===== src/rtl/serv_decode_q_if.sv =====
// serv_decode_q_if
//   Groups the instruction-queue decoder's bus signals.
//   master: the fetch/core side. It drives the ibus response, pop and flush,
//   and it receives the queue status and the decoded flags.
//   slave: the decoder, serv_decode_q.
//   Signals:
//     i_wb_rdt[29:0]  instruction bits [31:2]
//     i_wb_en         push i_wb_rdt into the queue
//     i_dec_next      pop the head entry
//     i_flush         discard all queued entries
//     o_full, o_dec_valid, o_ovf                           queue status
//     o_rd_op .. o_ctrl_dret                               decoded head flags
interface serv_decode_q_if;
  logic [29:0] i_wb_rdt;
  logic        i_wb_en;
  logic        i_dec_next;
  logic        i_flush;
  logic        o_full;
  logic        o_dec_valid;
  logic        o_ovf;
  logic        o_rd_op;
  logic        o_two_stage_op;
  logic        o_branch_op;
  logic        o_shift_op;
  logic        o_dbus_en;
  logic        o_mem_cmd;
  logic        o_csr_op;
  logic        o_e_op;
  logic        o_ctrl_mret;
  logic        o_ctrl_dret;

  modport master (
    output i_wb_rdt, i_wb_en, i_dec_next, i_flush,
    input  o_full, o_dec_valid, o_ovf, o_rd_op, o_two_stage_op, o_branch_op,
           o_shift_op, o_dbus_en, o_mem_cmd, o_csr_op, o_e_op, o_ctrl_mret,
           o_ctrl_dret
  );

  modport slave (
    input  i_wb_rdt, i_wb_en, i_dec_next, i_flush,
    output o_full, o_dec_valid, o_ovf, o_rd_op, o_two_stage_op, o_branch_op,
           o_shift_op, o_dbus_en, o_mem_cmd, o_csr_op, o_e_op, o_ctrl_mret,
           o_ctrl_dret
  );
endinterface


===== src/rtl/serv_decode_q.sv =====
// serv_decode_q
//   Instruction-queue decoder. It holds up to DEPTH fetched instruction
//   words in a circular queue, so the next fetch can overlap execution.
//   It decodes the head entry into SERV control flags.
//   Ports:
//     clk    clock
//     i_rst  synchronous active-high reset
//     bus    serv_decode_q_if.slave (ibus push, pop, flush, status, flags)
//   Parameters:
//     DEPTH  queue entries, a power of two >= 1
//     AW     pointer width (derived, do not override)
//   Optional feature:
//     SERV_DECODE_DRET_EN  when defined, dret decodes to o_ctrl_dret.
//                          When undefined, o_ctrl_dret is 0 and dret
//                          decodes as mret.
module serv_decode_q #(
  parameter int DEPTH = 2,
  parameter int AW    = $clog2(DEPTH) > 0 ? $clog2(DEPTH) : 1
) (
  input logic         clk,
  input logic         i_rst,
  serv_decode_q_if.slave bus
);

  localparam int CW = AW + 1;

  logic [29:0]   mem [DEPTH];
  logic [AW-1:0] wr_ptr;
  logic [AW-1:0] rd_ptr;
  logic [CW-1:0] count;
  logic          ovf;
  logic          full;
  logic          valid;
  logic          accept;
  logic          pop;

  function automatic logic [AW-1:0] ptr_inc(input logic [AW-1:0] p);
    if (DEPTH == 1) return '0;
    return p + AW'(1);
  endfunction

  assign full  = (count == CW'(DEPTH));
  assign valid = (count != '0);

  // A flush empties the queue, so a coincident push always has room.
  assign accept = bus.i_wb_en & (bus.i_flush | ~full | bus.i_dec_next);
  // A pop needs a valid head. A flush overrides it.
  assign pop    = bus.i_dec_next & valid & ~bus.i_flush;

  always_ff @(posedge clk) begin
    if (i_rst) begin
      wr_ptr <= '0;
      rd_ptr <= '0;
      count  <= '0;
      ovf    <= 1'b0;
    end else begin
      if (accept) wr_ptr <= ptr_inc(wr_ptr);
      if (bus.i_flush) begin
        // A surviving push lands at wr_ptr, which becomes the new head.
        rd_ptr <= wr_ptr;
        count  <= accept ? CW'(1) : '0;
      end else begin
        if (pop) rd_ptr <= ptr_inc(rd_ptr);
        count <= count + CW'(accept) - CW'(pop);
      end
      if (bus.i_wb_en & ~accept) ovf <= 1'b1;
    end
  end

  // Storage is data only. Stale words are unreachable once the pointers reset.
  always_ff @(posedge clk) begin
    if (!i_rst && accept) mem[wr_ptr] <= bus.i_wb_rdt;
  end

  // ---- decode of the head entry (instruction bit n is stored at n-2) ----
  logic [4:0] op;
  logic [2:0] f3;
  logic       imm1;
  logic       sys;
  logic       f0;
  logic       mret_dec;
  logic       dret_dec;

  assign op   = mem[rd_ptr][4:0];
  assign f3   = mem[rd_ptr][12:10];
  assign imm1 = mem[rd_ptr][19];
  assign sys  = op[4] & op[2];
  assign f0   = (f3 == 3'b000);

`ifdef SERV_DECODE_DRET_EN
  // Instruction bit 30 separates dret (0x7b2) from mret (0x302).
  assign dret_dec = sys & f0 & imm1 & mem[rd_ptr][28];
  assign mret_dec = sys & f0 & imm1 & ~mem[rd_ptr][28];
`else
  assign dret_dec = 1'b0;
  assign mret_dec = sys & f0 & imm1;
`endif

  assign bus.o_full         = full;
  assign bus.o_dec_valid    = valid;
  assign bus.o_ovf          = ovf;
  assign bus.o_rd_op        = valid & (op[2] | (op[4] & op[0]) | (~op[3] & ~op[0]));
  assign bus.o_two_stage_op = valid & (~op[2]
                              | (f3[0] & ~f3[1] & ~op[0] & ~op[4])
                              | (f3[1] & ~f3[2] & ~op[0] & ~op[4]));
  assign bus.o_branch_op    = valid & op[4];
  assign bus.o_shift_op     = valid & op[2] & ~f3[1];
  assign bus.o_dbus_en      = valid & ~op[2] & ~op[4];
  assign bus.o_mem_cmd      = valid & op[3];
  assign bus.o_csr_op       = valid & sys & ~f0;
  assign bus.o_e_op         = valid & sys & f0 & ~imm1;
  assign bus.o_ctrl_mret    = valid & mret_dec;
  assign bus.o_ctrl_dret    = valid & dret_dec;

endmodule

===== src/flat_wrapper.sv =====
// flat-port wrapper written by rule: the top's interface ports become plain ports
module serv_decode_q_flat 
#(
  parameter int DEPTH = 2,
  parameter int AW    = $clog2(DEPTH) > 0 ? $clog2(DEPTH) : 1
)
  (clk, i_rst, bus_i_wb_rdt, bus_i_wb_en, bus_i_dec_next, bus_i_flush, bus_o_full, bus_o_dec_valid, bus_o_ovf, bus_o_rd_op, bus_o_two_stage_op, bus_o_branch_op, bus_o_shift_op, bus_o_dbus_en, bus_o_mem_cmd, bus_o_csr_op, bus_o_e_op, bus_o_ctrl_mret, bus_o_ctrl_dret);
  serv_decode_q_if bus_i ();
  input logic clk;
  input logic i_rst;
  input wire logic [$bits(bus_i.i_wb_rdt)-1:0] bus_i_wb_rdt;
  input wire logic [$bits(bus_i.i_wb_en)-1:0] bus_i_wb_en;
  input wire logic [$bits(bus_i.i_dec_next)-1:0] bus_i_dec_next;
  input wire logic [$bits(bus_i.i_flush)-1:0] bus_i_flush;
  output wire logic [$bits(bus_i.o_full)-1:0] bus_o_full;
  output wire logic [$bits(bus_i.o_dec_valid)-1:0] bus_o_dec_valid;
  output wire logic [$bits(bus_i.o_ovf)-1:0] bus_o_ovf;
  output wire logic [$bits(bus_i.o_rd_op)-1:0] bus_o_rd_op;
  output wire logic [$bits(bus_i.o_two_stage_op)-1:0] bus_o_two_stage_op;
  output wire logic [$bits(bus_i.o_branch_op)-1:0] bus_o_branch_op;
  output wire logic [$bits(bus_i.o_shift_op)-1:0] bus_o_shift_op;
  output wire logic [$bits(bus_i.o_dbus_en)-1:0] bus_o_dbus_en;
  output wire logic [$bits(bus_i.o_mem_cmd)-1:0] bus_o_mem_cmd;
  output wire logic [$bits(bus_i.o_csr_op)-1:0] bus_o_csr_op;
  output wire logic [$bits(bus_i.o_e_op)-1:0] bus_o_e_op;
  output wire logic [$bits(bus_i.o_ctrl_mret)-1:0] bus_o_ctrl_mret;
  output wire logic [$bits(bus_i.o_ctrl_dret)-1:0] bus_o_ctrl_dret;
  assign bus_i.i_wb_rdt = bus_i_wb_rdt;
  assign bus_i.i_wb_en = bus_i_wb_en;
  assign bus_i.i_dec_next = bus_i_dec_next;
  assign bus_i.i_flush = bus_i_flush;
  assign bus_o_full = bus_i.o_full;
  assign bus_o_dec_valid = bus_i.o_dec_valid;
  assign bus_o_ovf = bus_i.o_ovf;
  assign bus_o_rd_op = bus_i.o_rd_op;
  assign bus_o_two_stage_op = bus_i.o_two_stage_op;
  assign bus_o_branch_op = bus_i.o_branch_op;
  assign bus_o_shift_op = bus_i.o_shift_op;
  assign bus_o_dbus_en = bus_i.o_dbus_en;
  assign bus_o_mem_cmd = bus_i.o_mem_cmd;
  assign bus_o_csr_op = bus_i.o_csr_op;
  assign bus_o_e_op = bus_i.o_e_op;
  assign bus_o_ctrl_mret = bus_i.o_ctrl_mret;
  assign bus_o_ctrl_dret = bus_i.o_ctrl_dret;
  serv_decode_q #(.DEPTH(DEPTH), .AW(AW)) u_core (.clk(clk), .i_rst(i_rst), .bus(bus_i));
endmodule

===== config.mk =====
export PLATFORM = sky130hd
export DESIGN_NAME = serv_decode_q_flat
export DESIGN_NICKNAME = d
export VERILOG_FILES = /design/src/rtl/serv_decode_q_if.sv /design/src/rtl/serv_decode_q.sv /design/src/flat_wrapper.sv
export SDC_FILE = /design/constraint.sdc
export NUM_CORES = 1
export LEC_CHECK = 0
export BUFFER_PORTS_ARGS = -buffer_cell sky130_fd_sc_hd__buf_2
export CORE_ASPECT_RATIO = 0.7
export CORE_UTILIZATION = 48
export DETAILED_ROUTE_END_ITERATION = 10
export GPL_TIMING_DRIVEN = 1
export PLACE_DENSITY = 0.82
export SLEW_MARGIN = 20
export SYNTH_ARGS = -nofsm -noshare
export SYNTH_HDL_FRONTEND = slang
export SYNTH_SLANG_ARGS = --single-unit

===== constraint.sdc =====
create_clock -name clk -period 3.2 [get_ports clk]
set_input_delay 0.16 -clock clk [delete_from_list [all_inputs] [get_ports clk]]
set_output_delay 0.16 -clock clk [all_outputs]
set_load 0.01 [all_outputs]

==> results.yml <==
yosys:
  synth_warnings: 0
  synth_fa_ha_area_frac: 0.0246
  synth_area_per_cell_sq_um: 12.9
  synth_xor_area_frac: 0.0259
  yosys_most_used_dff: "edfxtp_1"
  seq_area_frac_synth: 0.591
  synth-compound-area-share: 0.0542
  ys_ff_latch: 22
  synth_top_family_by_area: "simple AND/OR/NAND/NOR gates"
  synth_area_sq_um: 1020
  yosys-top-cells-area: "edfxtp_1, dfxtp_1, mux2i_1, nor4b_2, a21oi_1"
  muxShareOfSynthArea: 0.117
  synth.distinct_cells: 30
  synth_area_leader_cell: "edfxtp_1"
  synth_edf_count: 16
  synthSimpleGateAreaFrac: 0.134
  synth_top_area_share: 0.473
  async_reset_ff_frac: 0
  netlist_instances: 79
  syn_nets: 116
cts:
  cts_setup_buffers: 0
  cts_buffer_depth: 2
  clkLatencyLatePin_ns: 0.31
  cts-htree-levels: 1
  post_cts.resized_instances: 0
  cts_root_buf: "clkbuf_4"
  cts_sinks: 22
  hold_buffers: 0
  cts_made_buffers: 3
  clk_pin_slew_worst_paths_ns: 0.12
  tritoncts: "yes"
layout:
  mostFrequentLayoutCells: "buf_2, edfxtp_1, mux2i_1"
  antenna_cells: 0
  regArea_sq_um: 601
  drive_gt1_frac: 0.355
  area_delta_synth_final_pct: 19.3
  fillerInstances: 159
  nets: 145
  multiInputGateArea_sq_um: 365
  layout_commonest_cell: "buf_2"
  fin_cells: 129
timing:
  slew_viol_final: 0
  max_freq_ghz: 0.454
  rsz0062_at_grt: "no"
  finalWorstSetupSlack_ns: 0.995
  timing.clock.skew_ns: 0.0127
  period_needed_ns: 2.20
  max_slew_margin: 0.647
  tightest_slew_ns: 0.529
  finalSetupTns_ns: 0
  finalCritPeriodShare: 0.689
  hold_violations: 0
  setup_violations: 0
global_routing:
  grt_overflow: 0
  grt_first_pass_wirelength_microns: 2670
  antenna_found_initial: 0
  grt_pass1_vias: 612
  grt_max_degree: 14
  track_usage: 0.169
placement:
  port_buffers: 24
  place_ws_ns: 1.34
  dp.cells: 125
  gp_congestion: 0.730
  dpl.hpwl_microns: 1410
floorplan:
  start_util: 0.529
  die_y_microns: 40.5
  dieArea_sq_um: 2310
  die_w_microns: 57.0
  rows: 13
  ios: 48
  core_sq_um: 1920
routing:
  dr_wl_met2_microns: 878
  wirelength_microns: 1790
  highest_layer: "met4"
  routedWlPerCell_microns: 13.9
  firstDrtPassIters: 7
  met3_length_microns: 73
  wl_met1_microns: 821
  drcViolationCount: 3
  detail-route-antenna-nets: 0
  drtIter0Drc: 20
  vias: 646
  viasPerCell: 5.01
worst_setup_path:
  required_ns: 3.04
  worstPathCellList: "mux2i_1 > mux4_2 > o31ai_2 > buf_2"
  crit_type: "register to output pin"
  crit_fanout: 10
  worstSetupStartpointType: "register"
  critical_path_buf_inv_count: 1
  slowest_delay_ns: 0.67
  crit_family: "multiplexers"
  end_kind: "output pin"
  arrival_ns: 2.04
  cpMaxStageDelayCell: "dfxtp_1"
power_and_ir_drop:
  cellPowerDensity_nw_per_um2: 514
  vdd_drop_max_uv: 435
  p_leak_nw: 0.515
status:
  status: "finished, violations left"
  violations: "design-rule violations"
hold_path:
  hold_path_class: "input port to register"
run:
  maxCapViolCount: 0
## cell type report
cell class / count / share of cell area
clock buffers: 3 / 0.0186
clock inverters: 1 / 0.0248
inverters: 8 / 0.0258
multi-input cells: 47 / 0.301
flip-flops and latches: 22 / 0.495
well taps: 22 / 0.0227
repair buffers: 26 / 0.111
## stage by stage
stage	util	power, W	cell area (sq um)	hold slack [ns]
3_5_place_dp	0.604	0.000422	1160	0.351
3_3_place_gp	0.604	0.000417	1160	0.348
2_1_floorplan	-	0.000391	1020	0.229
6_report	0.632	0.000623	1210	0.0287
4_1_cts	0.632	0.000628	1210	0.0210
5_1_grt	0.632	0.000650	1210	0.00831
## sequential cells by signal (all words and copies together), names as in the netlist, named ones only
name / count
u_core.mem: 16
u_core.count: 2
u_core.bus.o_ovf: 1
u_core.rd_ptr: 1
u_core.wr_ptr: 1
## power by group
| part | internal, W | switching (W) | total, W | leakage [nW] |
|---|---|---|---|---|
| logic | 0.0000404 | 0.0000447 | 0.0000852 | 0.291 |
| registers | 0.000319 | 0.0000113 | 0.000330 | 0.196 |
| clock network | 0.000127 | 0.0000816 | 0.000208 | 0.0279 |
## final timing paths
check	from	end	slack (ns)	depth (start not counted)
max	register	bus_o_two_stage_op	1.0	4
min	bus_i_wb_rdt[12]	u_core.mem[0][12]$_DFFE_PP_	0.03	1
max reg2reg	u_core.count[0]$_SDFF_PP0_	u_core.count[1]$_SDFF_PP0_	1.60	7
min reg2reg	u_core.bus.o_ovf$_SDFFE_PP0P_	u_core.bus.o_ovf$_SDFFE_PP0P_	0.48	2
## cell families after synthesis
kind of cell / count (synthesis)
buf+inv: 10
other cells: 1
fa+ha+maj: 2
xor+xnor: 3
flops: 22
compound gates: 9
simple gates: 22
mux: 10
## cell usage after synthesis (2+ instances only)
master	instances
nand2_1	2
mux2i_1	7
nor3_1	4
o21ai_0	2
edfxtp_1	16
inv_1	6
dfxtp_1	6
nor4b_2	2
nor2_1	6
and3_1	2
a21oi_1	5
ha_1	2
xnor2_1	2
## routing by layer
metal	GRT usage	up-vias
met5	0	-
met4	0.0366	0
met3	0.0710	2
met2	0.297	12
met1	0.200	293
li1	-	339
Note: power is estimated with default switching activity, not from simulation.
